<file path="src/rtl/tx_fdt_scheduler_pkg.sv">
// Shared ISO/IEC 14443-3 type A timing constants and FDT scheduler state type.
package iso14443a_pkg;

    localparam int unsigned BIT_TICKS      = 128;
    localparam logic [15:0] FDT_LAST_BIT_0 = 16'd1172;
    localparam logic [15:0] FDT_LAST_BIT_1 = 16'd1236;
    localparam int unsigned TX_WDOG_TICKS  = 4096;

    typedef enum logic [2:0] {
        IDLE,
        WAIT_FDT,
        SLOT,
        GO,
        TX_ACTIVE
    } fdt_state_t;

    function automatic logic [15:0] fdt_for_last_bit(input logic last_bit);
        return last_bit ? FDT_LAST_BIT_1 : FDT_LAST_BIT_0;
    endfunction

endpackage

</file>
<file path="src/rtl/tx_fdt_scheduler_if.sv">
// rx/tx handshake bundle around the FDT scheduler; master is the scheduler side.
interface tx_fdt_scheduler_if;

    logic rx_eoc;
    logic rx_last_bit;
    logic rx_sof;
    logic tx_req;
    logic tx_busy;
    logic tx_go;
    logic window_open;
    logic fdt_timeout;

    modport master (
        input  rx_eoc, rx_last_bit, rx_sof, tx_req, tx_busy,
        output tx_go, window_open, fdt_timeout
    );

    modport slave (
        output rx_eoc, rx_last_bit, rx_sof, tx_req, tx_busy,
        input  tx_go, window_open, fdt_timeout
    );

endinterface

</file>
<file path="src/rtl/tx_fdt_scheduler_slot_counter.sv">
// Tick counter since the last PCD pause edge; flags the cycle before each FDT slot.
module fdt_slot_counter
    import iso14443a_pkg::*;
#(
    parameter int unsigned RX_DELAY  = 3,
    parameter int unsigned TX_DELAY  = 2,
    parameter int unsigned MAX_EXTRA = 255
) (
    input  logic clk,
    input  logic rst_n,
    input  logic load_i,
    input  logic last_bit_i,
    input  logic run_i,
    output logic slot_next_o,
    output logic last_slot_o
);

    localparam int unsigned K_W = (MAX_EXTRA > 0) ? $clog2(MAX_EXTRA + 1) : 1;

    logic [15:0]    count_q, count_d;
    logic [15:0]    fdt_q, fdt_d;
    logic [6:0]     phase_q, phase_d;
    logic [K_W-1:0] k_q, k_d;
    logic           started_q, started_d;

    // Slot 0 is found by comparing against the latched FDT; later slots by the 128-tick phase.
    assign slot_next_o = started_q ? (phase_q == 7'(BIT_TICKS - 1))
                                   : (count_q == fdt_q - 16'(TX_DELAY + 1));
    assign last_slot_o = (k_q == K_W'(MAX_EXTRA));

    always_comb begin
        count_d   = count_q;
        fdt_d     = fdt_q;
        phase_d   = phase_q;
        k_d       = k_q;
        started_d = started_q;
        if (load_i) begin
            count_d   = 16'(RX_DELAY);
            fdt_d     = fdt_for_last_bit(last_bit_i);
            phase_d   = '0;
            k_d       = '0;
            started_d = 1'b0;
        end else if (run_i) begin
            count_d = count_q + 16'd1;
            if (slot_next_o) begin
                started_d = 1'b1;
                phase_d   = '0;
                if (!last_slot_o) begin
                    k_d = k_q + 1'b1;
                end
            end else begin
                phase_d = phase_q + 7'd1;
            end
        end
    end

    always_ff @(posedge clk or negedge rst_n) begin
        if (!rst_n) begin
            count_q   <= '0;
            fdt_q     <= '0;
            phase_q   <= '0;
            k_q       <= '0;
            started_q <= 1'b0;
        end else begin
            count_q   <= count_d;
            fdt_q     <= fdt_d;
            phase_q   <= phase_d;
            k_q       <= k_d;
            started_q <= started_d;
        end
    end

endmodule

</file>
<file path="src/rtl/tx_fdt_scheduler.sv">
// Gates the tx start strobe onto the ISO 14443-3 FDT slot grid after each PCD frame.
module tx_fdt_scheduler
    import iso14443a_pkg::*;
#(
    parameter int unsigned RX_DELAY  = 3,
    parameter int unsigned TX_DELAY  = 2,
    parameter int unsigned MAX_EXTRA = 255
) (
    input logic               clk,
    input logic               rst_n,
    tx_fdt_scheduler_if.master bus
);

    localparam int unsigned WD_W = $clog2(TX_WDOG_TICKS);

    fdt_state_t      state_q, state_d;
    logic            fdt_timeout_q, fdt_timeout_d;
    logic            busy_seen_q, busy_seen_d;
    logic [WD_W-1:0] wdog_q, wdog_d;
    logic            load;
    logic            window_open;
    logic            slot_next;
    logic            last_slot;

    assign window_open = (state_q == WAIT_FDT) || (state_q == SLOT);

    fdt_slot_counter #(
        .RX_DELAY  (RX_DELAY),
        .TX_DELAY  (TX_DELAY),
        .MAX_EXTRA (MAX_EXTRA)
    ) u_slot_counter (
        .clk         (clk),
        .rst_n       (rst_n),
        .load_i      (load),
        .last_bit_i  (bus.rx_last_bit),
        .run_i       (window_open),
        .slot_next_o (slot_next),
        .last_slot_o (last_slot)
    );

    always_comb begin
        state_d       = state_q;
        fdt_timeout_d = 1'b0;
        busy_seen_d   = busy_seen_q;
        wdog_d        = wdog_q;
        load          = 1'b0;
        case (state_q)
            IDLE: begin
                if (bus.rx_eoc) begin
                    load    = 1'b1;
                    state_d = WAIT_FDT;
                end
            end
            WAIT_FDT, SLOT: begin
                if (bus.rx_eoc) begin
                    load    = 1'b1;
                    state_d = WAIT_FDT;
                end else if (bus.rx_sof) begin
                    state_d = IDLE;
                end else if (slot_next) begin
                    if (bus.tx_req) begin
                        state_d = GO;
                    end else if (last_slot) begin
                        fdt_timeout_d = 1'b1;
                        state_d       = IDLE;
                    end else begin
                        state_d = SLOT;
                    end
                end
            end
            GO: begin
                busy_seen_d = 1'b0;
                wdog_d      = '0;
                state_d     = bus.rx_sof ? IDLE : TX_ACTIVE;
            end
            TX_ACTIVE: begin
                wdog_d = wdog_q + 1'b1;
                // A tx that never raises tx_busy must not lock the scheduler out forever.
                if (bus.tx_busy) begin
                    busy_seen_d = 1'b1;
                end else if (busy_seen_q || (wdog_q == '1)) begin
                    state_d = IDLE;
                end
            end
            default: state_d = IDLE;
        endcase
    end

    always_ff @(posedge clk or negedge rst_n) begin
        if (!rst_n) begin
            state_q       <= IDLE;
            fdt_timeout_q <= 1'b0;
            busy_seen_q   <= 1'b0;
            wdog_q        <= '0;
        end else begin
            state_q       <= state_d;
            fdt_timeout_q <= fdt_timeout_d;
            busy_seen_q   <= busy_seen_d;
            wdog_q        <= wdog_d;
        end
    end

    assign bus.tx_go       = (state_q == GO);
    assign bus.window_open = window_open;
    assign bus.fdt_timeout = fdt_timeout_q;

endmodule

</file>
<file path="src/flat_wrapper.sv">
// flat-port wrapper written by rule: the top's interface ports become plain ports
module tx_fdt_scheduler_flat import iso14443a_pkg::*;
#(
    parameter int unsigned RX_DELAY  = 3,
    parameter int unsigned TX_DELAY  = 2,
    parameter int unsigned MAX_EXTRA = 255
)
  (clk, rst_n, bus_rx_eoc, bus_rx_last_bit, bus_rx_sof, bus_tx_req, bus_tx_busy, bus_tx_go, bus_window_open, bus_fdt_timeout);
  tx_fdt_scheduler_if bus_i ();
  input logic clk;
  input logic rst_n;
  input wire logic [$bits(bus_i.rx_eoc)-1:0] bus_rx_eoc;
  input wire logic [$bits(bus_i.rx_last_bit)-1:0] bus_rx_last_bit;
  input wire logic [$bits(bus_i.rx_sof)-1:0] bus_rx_sof;
  input wire logic [$bits(bus_i.tx_req)-1:0] bus_tx_req;
  input wire logic [$bits(bus_i.tx_busy)-1:0] bus_tx_busy;
  output wire logic [$bits(bus_i.tx_go)-1:0] bus_tx_go;
  output wire logic [$bits(bus_i.window_open)-1:0] bus_window_open;
  output wire logic [$bits(bus_i.fdt_timeout)-1:0] bus_fdt_timeout;
  assign bus_i.rx_eoc = bus_rx_eoc;
  assign bus_i.rx_last_bit = bus_rx_last_bit;
  assign bus_i.rx_sof = bus_rx_sof;
  assign bus_i.tx_req = bus_tx_req;
  assign bus_i.tx_busy = bus_tx_busy;
  assign bus_tx_go = bus_i.tx_go;
  assign bus_window_open = bus_i.window_open;
  assign bus_fdt_timeout = bus_i.fdt_timeout;
  tx_fdt_scheduler #(.RX_DELAY(RX_DELAY), .TX_DELAY(TX_DELAY), .MAX_EXTRA(MAX_EXTRA)) u_core (.clk(clk), .rst_n(rst_n), .bus(bus_i));
endmodule
</file>
<file path="config.mk">
export PLATFORM = sky130hd
export DESIGN_NAME = tx_fdt_scheduler_flat
export DESIGN_NICKNAME = d
export VERILOG_FILES = /design/src/rtl/tx_fdt_scheduler_pkg.sv /design/src/rtl/tx_fdt_scheduler_if.sv /design/src/rtl/tx_fdt_scheduler_slot_counter.sv /design/src/rtl/tx_fdt_scheduler.sv /design/src/flat_wrapper.sv
export SDC_FILE = /design/constraint.sdc
export NUM_CORES = 1
export LEC_CHECK = 0
export CAP_MARGIN = 0
export CORE_MARGIN = 5
export CORE_UTILIZATION = 35
export CTS_CLUSTER_SIZE = 14
export DETAILED_ROUTE_END_ITERATION = 10
export HOLD_SLACK_MARGIN = 0.08
export SYNTH_ARGS = -nofsm -noshare
export SYNTH_HDL_FRONTEND = slang
export SYNTH_SLANG_ARGS = --single-unit
</file>
<file path="constraint.sdc">
create_clock -name clk -period 2.82 [get_ports clk]
set_input_delay 0.564 -clock clk [delete_from_list [all_inputs] [get_ports clk]]
set_output_delay 0.564 -clock clk [all_outputs]
set_load 0.01 [all_outputs]
</file>
==> results.md, run 1 <==
* Number of hold buffers added after CTS at 0
* Drc violations at 0
* CTS buffer count at 5
* Fmax at 387 MHz
* Measured slew at the worst slew-check pin at 0.602 ns
* Cell-internal power at 1.08 mW
* Port Buffers at 9
* Sw Ratio at 0.249
* Final ANT Viol Nets at 0
* Seq/Total Area, Yosys at 0.478
* Worst min-delay path class: in -> async
* Critical path arrival at 2.02 ns
* Clk sinks at 51
* Syn-to-layout area delta at 12.2%
* Sequential power share at 0.548
* Drt initial violations at 97
* Pin count of the biggest net entering global routing at 28
* Maxcap violations at 0
* Min cycle time layout at 2.59 ns
* Yosys warnings at 0
* Die width at 97.3 microns
* Final hold slack at 0.256 ns
* Unrepaired setup endpoints after global routing: no
* Slew Limit Headroom at 0.598
* Share of cells above drive strength 1 at 0.0635
* Fin crit share at 0.917
* Cell with the most instances after synthesis: dfrtp_1
* Global Route Usage Sum at 0.119
* Setup Viol. Count Final at 0
* Die area at 0.00947 sq mm
* Syn avg cell area at 9.29 sq um
* Initial Util at 0.364
* Leak at 1.25 nW
* Vias in the first global route at 1969
* Die height at 97.3 microns
* Rows at 31
* Sw Pwr at 0.356 mW
* H-tree levels at 2
* CP max FO at 10
* Cell area after placement at 0.00288 sq mm
* Ports at 10
* CP endpoint kind: output pin
* Critical path required time at 2.26 ns
* Reg2Reg Depth at 8
* Max-slew violations at 0
* Layout Cell Area excl Fill at 0.00299 sq mm
* Clk pwr share at 0.360
* Asr flop ratio synth at 1.00
* Share of the synthesized area in the top cell type at 0.478
* Initial antenna violation count at 0
* CTS tree: done
* R2R Path End: u_core.u_slot_counter.k_q[7]$_DFFE_PN0P_
* Clock Path Buffers at 2
* Pwr dens at 479 mW/mm^2
* Final GP Congestion at 0.752
* Setup bufs post-CTS at 0
* Post-CTS sizing at 0
* Worst-skew pair later-pin latency at 0.31 ns
* Clock transition at path regs at 0.10 ns
* Vias per inst at 5.10
* Status: completed
* DRT Pass-1 Iters at 4
* Mapped Nets at 301
* Place WS at 0.230 ns
* Synth area leader: dfrtp_1
* GRT overflow at 0
* Seq cells post-synth at 51
* Diodes inserted at 0
* Total negative setup slack at 0 ns
* Worst setup margin at 0.233 ns
* Mapped Area at 0.00267 sq mm
* Clock skew at 0.0109 ns
* Fill cells at 738
* Post-synth top cells: dfrtp_1, nor2_1, nand2_1
* Via count at 2031
* Drt total wl at 5310 microns
* Hpwl dp at 3770 microns
* Final Hold Fails at 0
* CP startpoint kind: register
* Post-synth EDFFs at 0
* Critical path start-end classification: reg -> out
* Synth Flop Type: dfrtp_1
* Unique cell type count in the Yosys netlist at 41
* Combinational Power Share at 0.092
* Mapped Cells at 287
* Worst VDD drop at 244 uV
* Reg2Reg Launch Point: u_core.u_slot_counter.fdt_q[7]$_DFFE_PN0N_
* Fin nets at 312
* Clock Tree Root: clkbuf_8
* Core Box Area at 0.00733 sq mm
* Largest cells by area after synthesis: dfrtp_1, nor2_1, nand2_1
* Avg WL per Cell at 13.3 microns
* R2R setup slack at 0.24 ns
* First-pass GRT wire length at 9520 microns
## kinds of logic after synthesis
family,share of synthesized area
compound gates,0.106
xor+xnor,0.0755
fa+ha+maj,0.0328
buf+inv,0.0249
flops,0.478
mux,0.0300
simple gates,0.253
## power groups by stage
stage                     Sequential (mW)  Clock (mW)  Combinational (mW)
after floorplan                     0.791           0              0.0854
after global placement              0.798           0               0.131
after detailed placement            0.800           0               0.134
after CTS                           0.785       0.538               0.135
after global routing                0.792       0.573               0.153
final                               0.785       0.516               0.131
## worst max path at each step
stage                                                           to  cells past startpoint                                       start
after floorplan           u_core.u_slot_counter.k_q[7]$_DFFE_PN0P_                      8  u_core.u_slot_counter.fdt_q[7]$_DFFE_PN0N_
after global placement    u_core.u_slot_counter.k_q[7]$_DFFE_PN0P_                      8  u_core.u_slot_counter.fdt_q[7]$_DFFE_PN0N_
after detailed placement  u_core.u_slot_counter.k_q[7]$_DFFE_PN0P_                      8  u_core.u_slot_counter.fdt_q[7]$_DFFE_PN0N_
after CTS                                          bus_window_open                      4               u_core.state_q[1]$_DFFE_PN0P_
after global routing                               bus_window_open                      4               u_core.state_q[1]$_DFFE_PN0P_
final                                              bus_window_open                      4               u_core.state_q[1]$_DFFE_PN0P_
## routing by layer
metal	track usage	share of wire	vias to the layer above
met4	0.0383	0.013	0
met1	0.165	0.50	993
met3	0.0194	0.017	6
met2	0.191	0.47	20
li1	-	-	1012
met5	0	0	-
## metrics by stage
step	utilization	cells	total power, mW
5_1_grt	0.408	398	1.52
4_1_cts	0.408	398	1.46
3_5_place_dp	0.393	390	0.933
6_report	0.408	398	1.43
2_1_floorplan	-	287	0.876
3_3_place_gp	0.393	390	0.929
## state kept, by name, indices dropped and copies added (netlist names)
signal                           count
u_core.wdog_q                       12
u_core.busy_seen_q                   1
u_core.u_slot_counter.k_q            8
u_core.state_q                       3
u_core.bus.fdt_timeout               1
u_core.u_slot_counter.fdt_q          2
u_core.u_slot_counter.phase_q        7
u_core.u_slot_counter.count_q       16
u_core.u_slot_counter.started_q      1
## placed cells by master, fill, tap and decap left out, drive strengths merged, types with 4 or more instances in the layout
cell type / n
nor2: 41
ha: 7
nand2: 35
inv: 8
o21ai: 20
xor2: 8
nand4: 5
mux2i: 8
xnor2: 15
nand2b: 4
a21oi: 14
nand3: 12
nor3b: 5
dfrtp: 51
clkdlybuf4s50: 8
or3: 5
buf: 4
clkbuf: 5
## final cells by class
class / instances / area [sq um] / area share
Timing Repair Buffer: 12 / 120 / 0.0401
Clock buffer: 5 / 68.8 / 0.0230
Tap cell: 99 / 124 / 0.0414
Inverter: 9 / 35.0 / 0.0117
Clock inverter: 3 / 43.8 / 0.0146
Multi-Input combinational cell: 219 / 1330 / 0.443
Sequential cell: 51 / 1280 / 0.426
## critical path, cell delays in order (launching register included)
cell and delay [ns]:
dfrtp_1 0.46, xor2_1 0.20, nand2b_1 0.25, clkinv_2 0.26, clkdlybuf4s50_1 0.54
(Power assumes the default switching activity.)
==> run 2: changes to the inputs <==
- ABC_AREA: default -> 1
- SYNTH_HIERARCHICAL: default -> 1
==> run 2 against run 1 <==
  * Routed wire length grew 23%
  * Power is 61% higher
  * Clock skew shrank 0.0060 ns
  * Clock-buffer cell count up 2
  * Area after synthesis grew 19%
  * Sequential power grew 24%
  * Non-clock buffer count increased by 4
  * Die area up 17%
  * Critical endpoint unchanged
  * Cell count is 38% higher
  * Synthesized cell count rose by 49%
  * Worst hold slack better by 0.23 ns
  * First-iteration DRC count grew 31%
==> results.md, run 2 <==
* Synth area leader: dfrtp_1
* Asr flop ratio synth at 1.00
* Mapped Nets at 443
* Diodes inserted at 0
* Commonest non-fill, non-tap cell in the layout: nand2_1
* Unique cell type count in the Yosys netlist at 37
* Rows at 34
* Largest Register: u_core/u_slot_counter/count_q
* Min cycle time layout at 2.21 ns
* Mapped Area at 0.00316 sq mm
* Via count at 2695
* Seq cells post-synth at 51
* First-pass GRT wire length at 11800 microns
* Finished Core Util at 0.393
* Placed cell count at 540
* Fin nets at 454
* Share of the synthesized area in the top cell type at 0.403
* Seq/Total Area, Yosys at 0.403
* Share of cells above drive strength 1 at 0.111
* Global Route Usage Sum at 0.125
* Die height at 105 microns
* Syn avg cell area at 7.38 sq um
* Final GP Congestion at 0.874
* Max-slew violations at 0
* Post-CTS sizing at 0
* Pin count of the biggest net entering global routing at 32
* Pwr dens at 671 mW/mm^2
* Critical path required time at 2.26 ns
* Critical-path top delay cell: clkdlybuf4s50_1
* Final ANT Viol Nets at 0
* Unrepaired setup endpoints after global routing: no
* Critical path start-end classification: reg -> out
* Setup Viol. Count Final at 0
* Largest cells by area after synthesis: dfrtp_1, nand2_1, nor2_1
* Cell with the most instances after synthesis: nand2_1
* Port Buffers at 9
* Clock transition at path regs at 0.09 ns
* Largest register FFs at 16
* Worst min-delay path class: reg -> reg
* CP endpoint kind: output pin
* Core Box Area at 0.00876 sq mm
* Post-synth EDFFs at 0
* Critical path arrival at 1.65 ns
* Synth Flop Type: dfrtp_1
* Syn-to-layout area delta at 8.94%
* Die area at 0.0110 sq mm
* Fin crit share at 0.784
* H-tree levels at 2
* Drt total wl at 6520 microns
* GRT overflow at 0
* Vias in the first global route at 2554
* Leak at 1.60 nW
* Hpwl dp at 4880 microns
* Clock Path Buffers at 2
* Fmax at 452 MHz
* Final Hold Fails at 0
* Worst-skew pair later-pin latency at 0.30 ns
* Drt initial violations at 127
* Slew Limit Headroom at 0.732
* Clk sinks at 51
* DRT Pass-1 Iters at 4
* Initial Util at 0.361
* Measured slew at the worst slew-check pin at 0.402 ns
* Fill cells at 915
* Post-route insts no fill at 549
* CP max FO at 4
* Worst VDD drop at 321 uV
* Most frequent cells in the layout: nand2_1, nor2_1, dfrtp_1
* Initial antenna violation count at 0
* Vias per inst at 4.91
* Avg WL per Cell at 11.9 microns
* Total negative setup slack at 0 ns
* CTS buffer count at 5
* CP max stage delay at 0.54 ns
* Ports at 10
* Die width at 105 microns
* CTS tree: done
* Drc violations at 0
* Post-synth top cells: nand2_1, dfrtp_1, nor2_1
* CP cell instances: nand2_2 > nand3_2 > inv_1 > clkdlybuf4s50_1
* Status: completed
* Maxcap violations at 0
* Clock skew at 0.00488 ns
* CP startpoint kind: register
* Biggest regs: u_core/u_slot_counter/count_q: 16 flops, u_core/wdog_q: 12 flops, u_core/u_slot_counter/k_q: 8 flops
* Yosys warnings at 6
* Mapped Cells at 429
* Clock Tree Root: clkbuf_8
-- run 2: final timing paths --
kind | start | to | slack [ns] | depth (start not counted)
min reg2reg | u_core/busy_seen_q$_DFFE_PN0P_ | u_core/busy_seen_q$_DFFE_PN0P_ | 0.49 | 2
min | u_core/busy_seen_q$_DFFE_PN0P_ | u_core/busy_seen_q$_DFFE_PN0P_ | 0.49 | 2
max | u_core/state_q[1]$_DFFE_PN0P_ | bus_window_open | 0.61 | 4
max reg2reg | u_core/u_slot_counter/fdt_q[4]$_DFFE_PN0P_ | u_core/state_q[1]$_DFFE_PN0P_ | 0.82 | 15
min in group asynchronous | rst_n | u_core/u_slot_counter/count_q[14]$_DFFE_PN0P_ | 0.60 | 2
max in group asynchronous | rst_n | u_core/u_slot_counter/started_q$_DFFE_PN0P_ | 1.63 | 3
-- run 2: stage by stage --
| stage | power [mW] | worst slack, ns | area (sq um) | hold WS, ns |
|---|---|---|---|---|
| 6_report | 2.31 | 0.610 | 3450 | 0.490 |
| 5_1_grt | 2.51 | 0.524 | 3450 | 0.518 |
| 4_1_cts | 2.35 | 0.580 | 3450 | 0.493 |
| 3_5_place_dp | 1.90 | 0.461 | 3340 | 0.387 |
| 3_3_place_gp | 1.87 | 0.532 | 3340 | 0.386 |
| 2_1_floorplan | 1.68 | 1.09 | 3160 | 0.268 |
-- run 2: logic make-up after synthesis --
group,after synthesis,synth area share
and+or+nand+nor,252,0.378
buffers and inverters,64,0.0894
DFF,51,0.403
AOI/OAI and AO/OA,48,0.0823
xor gates and xnor gates,7,0.0194
adders and majority gates,7,0.0277
-- run 2: final cells by class --
type	count	area, sq um	area share
multi-input combinational	314	1610	0.466
clock inverter	1	8.76	0.00254
clock buffer	7	86.3	0.0250
inverter	52	195	0.0566
sequential	51	1280	0.370
timing repair buffer	16	140	0.0407
tap	108	135	0.0392
-- run 2: power breakdown --
group / internal [mW] / switching [mW]
Combinational: 0.316 / 0.581
Sequential: 0.842 / 0.134
Clock: 0.202 / 0.238
-- run 2: per-layer routing --
layer	wire (microns)	up-vias	track usage
met3	142	8	0.0216
met4	106	0	0.0365
met5	0	-	0
li1	-	1402	-
met1	3220	1254	0.175
met2	3050	31	0.199
-- run 2: worst max-delay path: cells and delay by family (launching register included) --
family,cells,cell delay (ns)
buffers and inverters,2,0.64
DFF,1,0.44
and+or+nand+nor,2,0.26
-- run 2: what timing repair did --
item                                   in CTS  in global routing
setup buffers                               0                  0
hold buffers                                1                  0
endpoints found under the hold margin       3                  0
==> run 3: changes to the inputs <==
- clock period: 2.82 -> 2.25 ns (I/O delays scaled with it)
==> run 3 against run 2 <==
  * Highest routed layer unchanged
  * Global-route usage about the same
  * Cell area up 0.25%
  * Power increased by 29%
  * Clock-buffer cell count rose by 1
  * Cell count decreased by 0.18%
  * First-iteration DRC count increased by 69%
  * Register-to-register slack worse by 0.59 ns
  * Via count rose by 0.74%
  * Critical path depth stayed put
  * Critical endpoint unchanged
  * Non-clock buffer count fell by 1
  * Critical path type unchanged
==> results.md, run 3 (same netlist as run 2, synthesis figures left out) <==
* Die height at 105 microns
* Syn-to-layout area delta at 9.21%
* Worst-skew pair later-pin latency at 0.31 ns
* Hpwl dp at 4710 microns
* Fmax at 471 MHz
* Place WS at 0.0660 ns
* Initial antenna violation count at 0
* Port Buffers at 9
* Min cycle time layout at 2.12 ns
* Max-slew violations at 0
* Final ANT Viol Nets at 0
* Largest Register: u_core/u_slot_counter/count_q
* Largest register FFs at 16
* Worst setup margin at 0.128 ns
* Setup Viol. Count Final at 0
* Commonest non-fill, non-tap cell in the layout: nand2_1
* H-tree levels at 2
* Sw Ratio at 0.404
* Avg WL per Cell at 12.0 microns
* Critical path required time at 1.80 ns
* Clock skew at 0.00641 ns
* Diodes inserted at 0
* CTS tree: done
* Drt total wl at 6570 microns
* Share of cells above drive strength 1 at 0.116
* Vias per inst at 4.95
* Pin count of the biggest net entering global routing at 52
* Critical path arrival at 1.67 ns
* Core Box Area at 0.00876 sq mm
* Measured slew at the worst slew-check pin at 0.647 ns
* Worst min-delay path class: in -> async
* Global Route Usage Sum at 0.125
* Status: completed
* Sw Pwr at 1.20 mW
* Ports at 10
* Maxcap violations at 0
* Drc violations at 0
* Sequential power share at 0.409
* Critical path start-end classification: reg -> out
* CP startpoint kind: register
* Final GP Congestion at 0.862
* CP max FO at 4
* Fin nets at 453
* Final Hold Fails at 0
* Fin crit share at 0.943
* Die area at 0.0110 sq mm
* Rows at 34
* Vias in the first global route at 2551
* Die width at 105 microns
* Via count at 2715
* Leak at 1.61 nW
* GRT overflow at 0
* Initial Util at 0.361
* Total negative setup slack at 0 ns
* Most frequent cells in the layout: nand2_1, nor2_1, dfrtp_1
* Drt initial violations at 215
* Setup bufs post-CTS at 0
* Clock Tree Root: clkbuf_8
* Number of hold buffers added after CTS at 0
* First-pass GRT wire length at 11700 microns
* Combinational Power Share at 0.394
* Unrepaired setup endpoints after global routing: no
* Clk sinks at 51
* Clock transition at path regs at 0.09 ns
* Fill cells at 903
* CTS buffer count at 5
* Clk pwr share at 0.197
* Pwr dens at 861 mW/mm^2
* Clock Path Buffers at 2
* DRT Pass-1 Iters at 4
* CP endpoint kind: output pin
* Worst VDD drop at 440 uV
* Cell-internal power at 1.77 mW
* Biggest regs: u_core/u_slot_counter/count_q: 16 flops, u_core/wdog_q: 12 flops, u_core/u_slot_counter/k_q: 8 flops
* Slew Limit Headroom at 0.569
-- run 3: stage by stage --
| step | area (sq um) | hold slack, ns | util | power (mW) | std cells |
|---|---|---|---|---|---|
| after global routing | 3460 | 0.315 | 0.394 | 3.23 | 548 |
| after detailed placement | 3350 | 0.466 | 0.383 | 2.41 | 540 |
| final | 3460 | 0.248 | 0.394 | 2.97 | 548 |
| after CTS | 3450 | 0.282 | 0.394 | 3.01 | 548 |
| after floorplan | 3160 | 0.154 | - | 2.10 | 429 |
| after global placement | 3350 | 0.462 | 0.383 | 2.39 | 540 |
-- run 3: metal layers --
metal  track usage  vias up  wire length (microns)
met5             0        -                      0
met4        0.0338        0                     40
met3        0.0240        5                    240
met2         0.210       45                   3140
met1         0.166     1261                   3150
li1              -     1404                      -
-- run 3: timing repair --
action | 4_1_cts | 5_1_grt
resized for setup | 0 | 2
endpoints found under the hold margin | 0 | 0
setup endpoints to repair | 0 | 1
-- run 3: power groups by stage --
stage | registers (mW) | logic [mW] | clock network [mW]
global placement | 1.23 | 1.16 | 0
detailed placement | 1.23 | 1.18 | 0
global route | 1.25 | 1.33 | 0.650
floorplan | 1.19 | 0.915 | 0
finish | 1.22 | 1.17 | 0.586
CTS | 1.22 | 1.19 | 0.611
-- run 3: final cells by class --
class	instances	area, sq um	area share
Multi-Input combinational cell	314	1610	0.465
Inverter	52	195	0.0565
Tap cell	108	135	0.0391
Timing Repair Buffer	15	143	0.0413
Sequential cell	51	1280	0.370
Clock buffer	8	100	0.0290
-- run 3: worst max-delay path: stages (launching register included) --
cell and delay (ns):
dfrtp_1 0.43, nand2_2 0.14, nand3_2 0.13, inv_2 0.12, clkdlybuf4s50_1 0.54
-- run 3: worst paths after layout --
| kind | startpoint | end | slack [ns] | depth (start not counted) |
|---|---|---|---|---|
| min in group clk | u_core/busy_seen_q$_DFFE_PN0P_ | u_core/busy_seen_q$_DFFE_PN0P_ | 0.48 | 2 |
| setup reg to reg | u_core/u_slot_counter/fdt_q[4]$_DFFE_PN0P_ | u_core/state_q[0]$_DFFE_PN0P_ | 0.23 | 15 |
| hold reg to reg | u_core/busy_seen_q$_DFFE_PN0P_ | u_core/busy_seen_q$_DFFE_PN0P_ | 0.48 | 2 |
| hold / removal | rst_n | u_core/u_slot_counter/count_q[12]$_DFFE_PN0P_ | 0.25 | 2 |
| setup / recovery | u_core/state_q[1]$_DFFE_PN0P_ | bus_window_open | 0.13 | 4 |
| max in group asynchronous | rst_n | u_core/state_q[2]$_DFFE_PN0P_ | 1.53 | 2 |
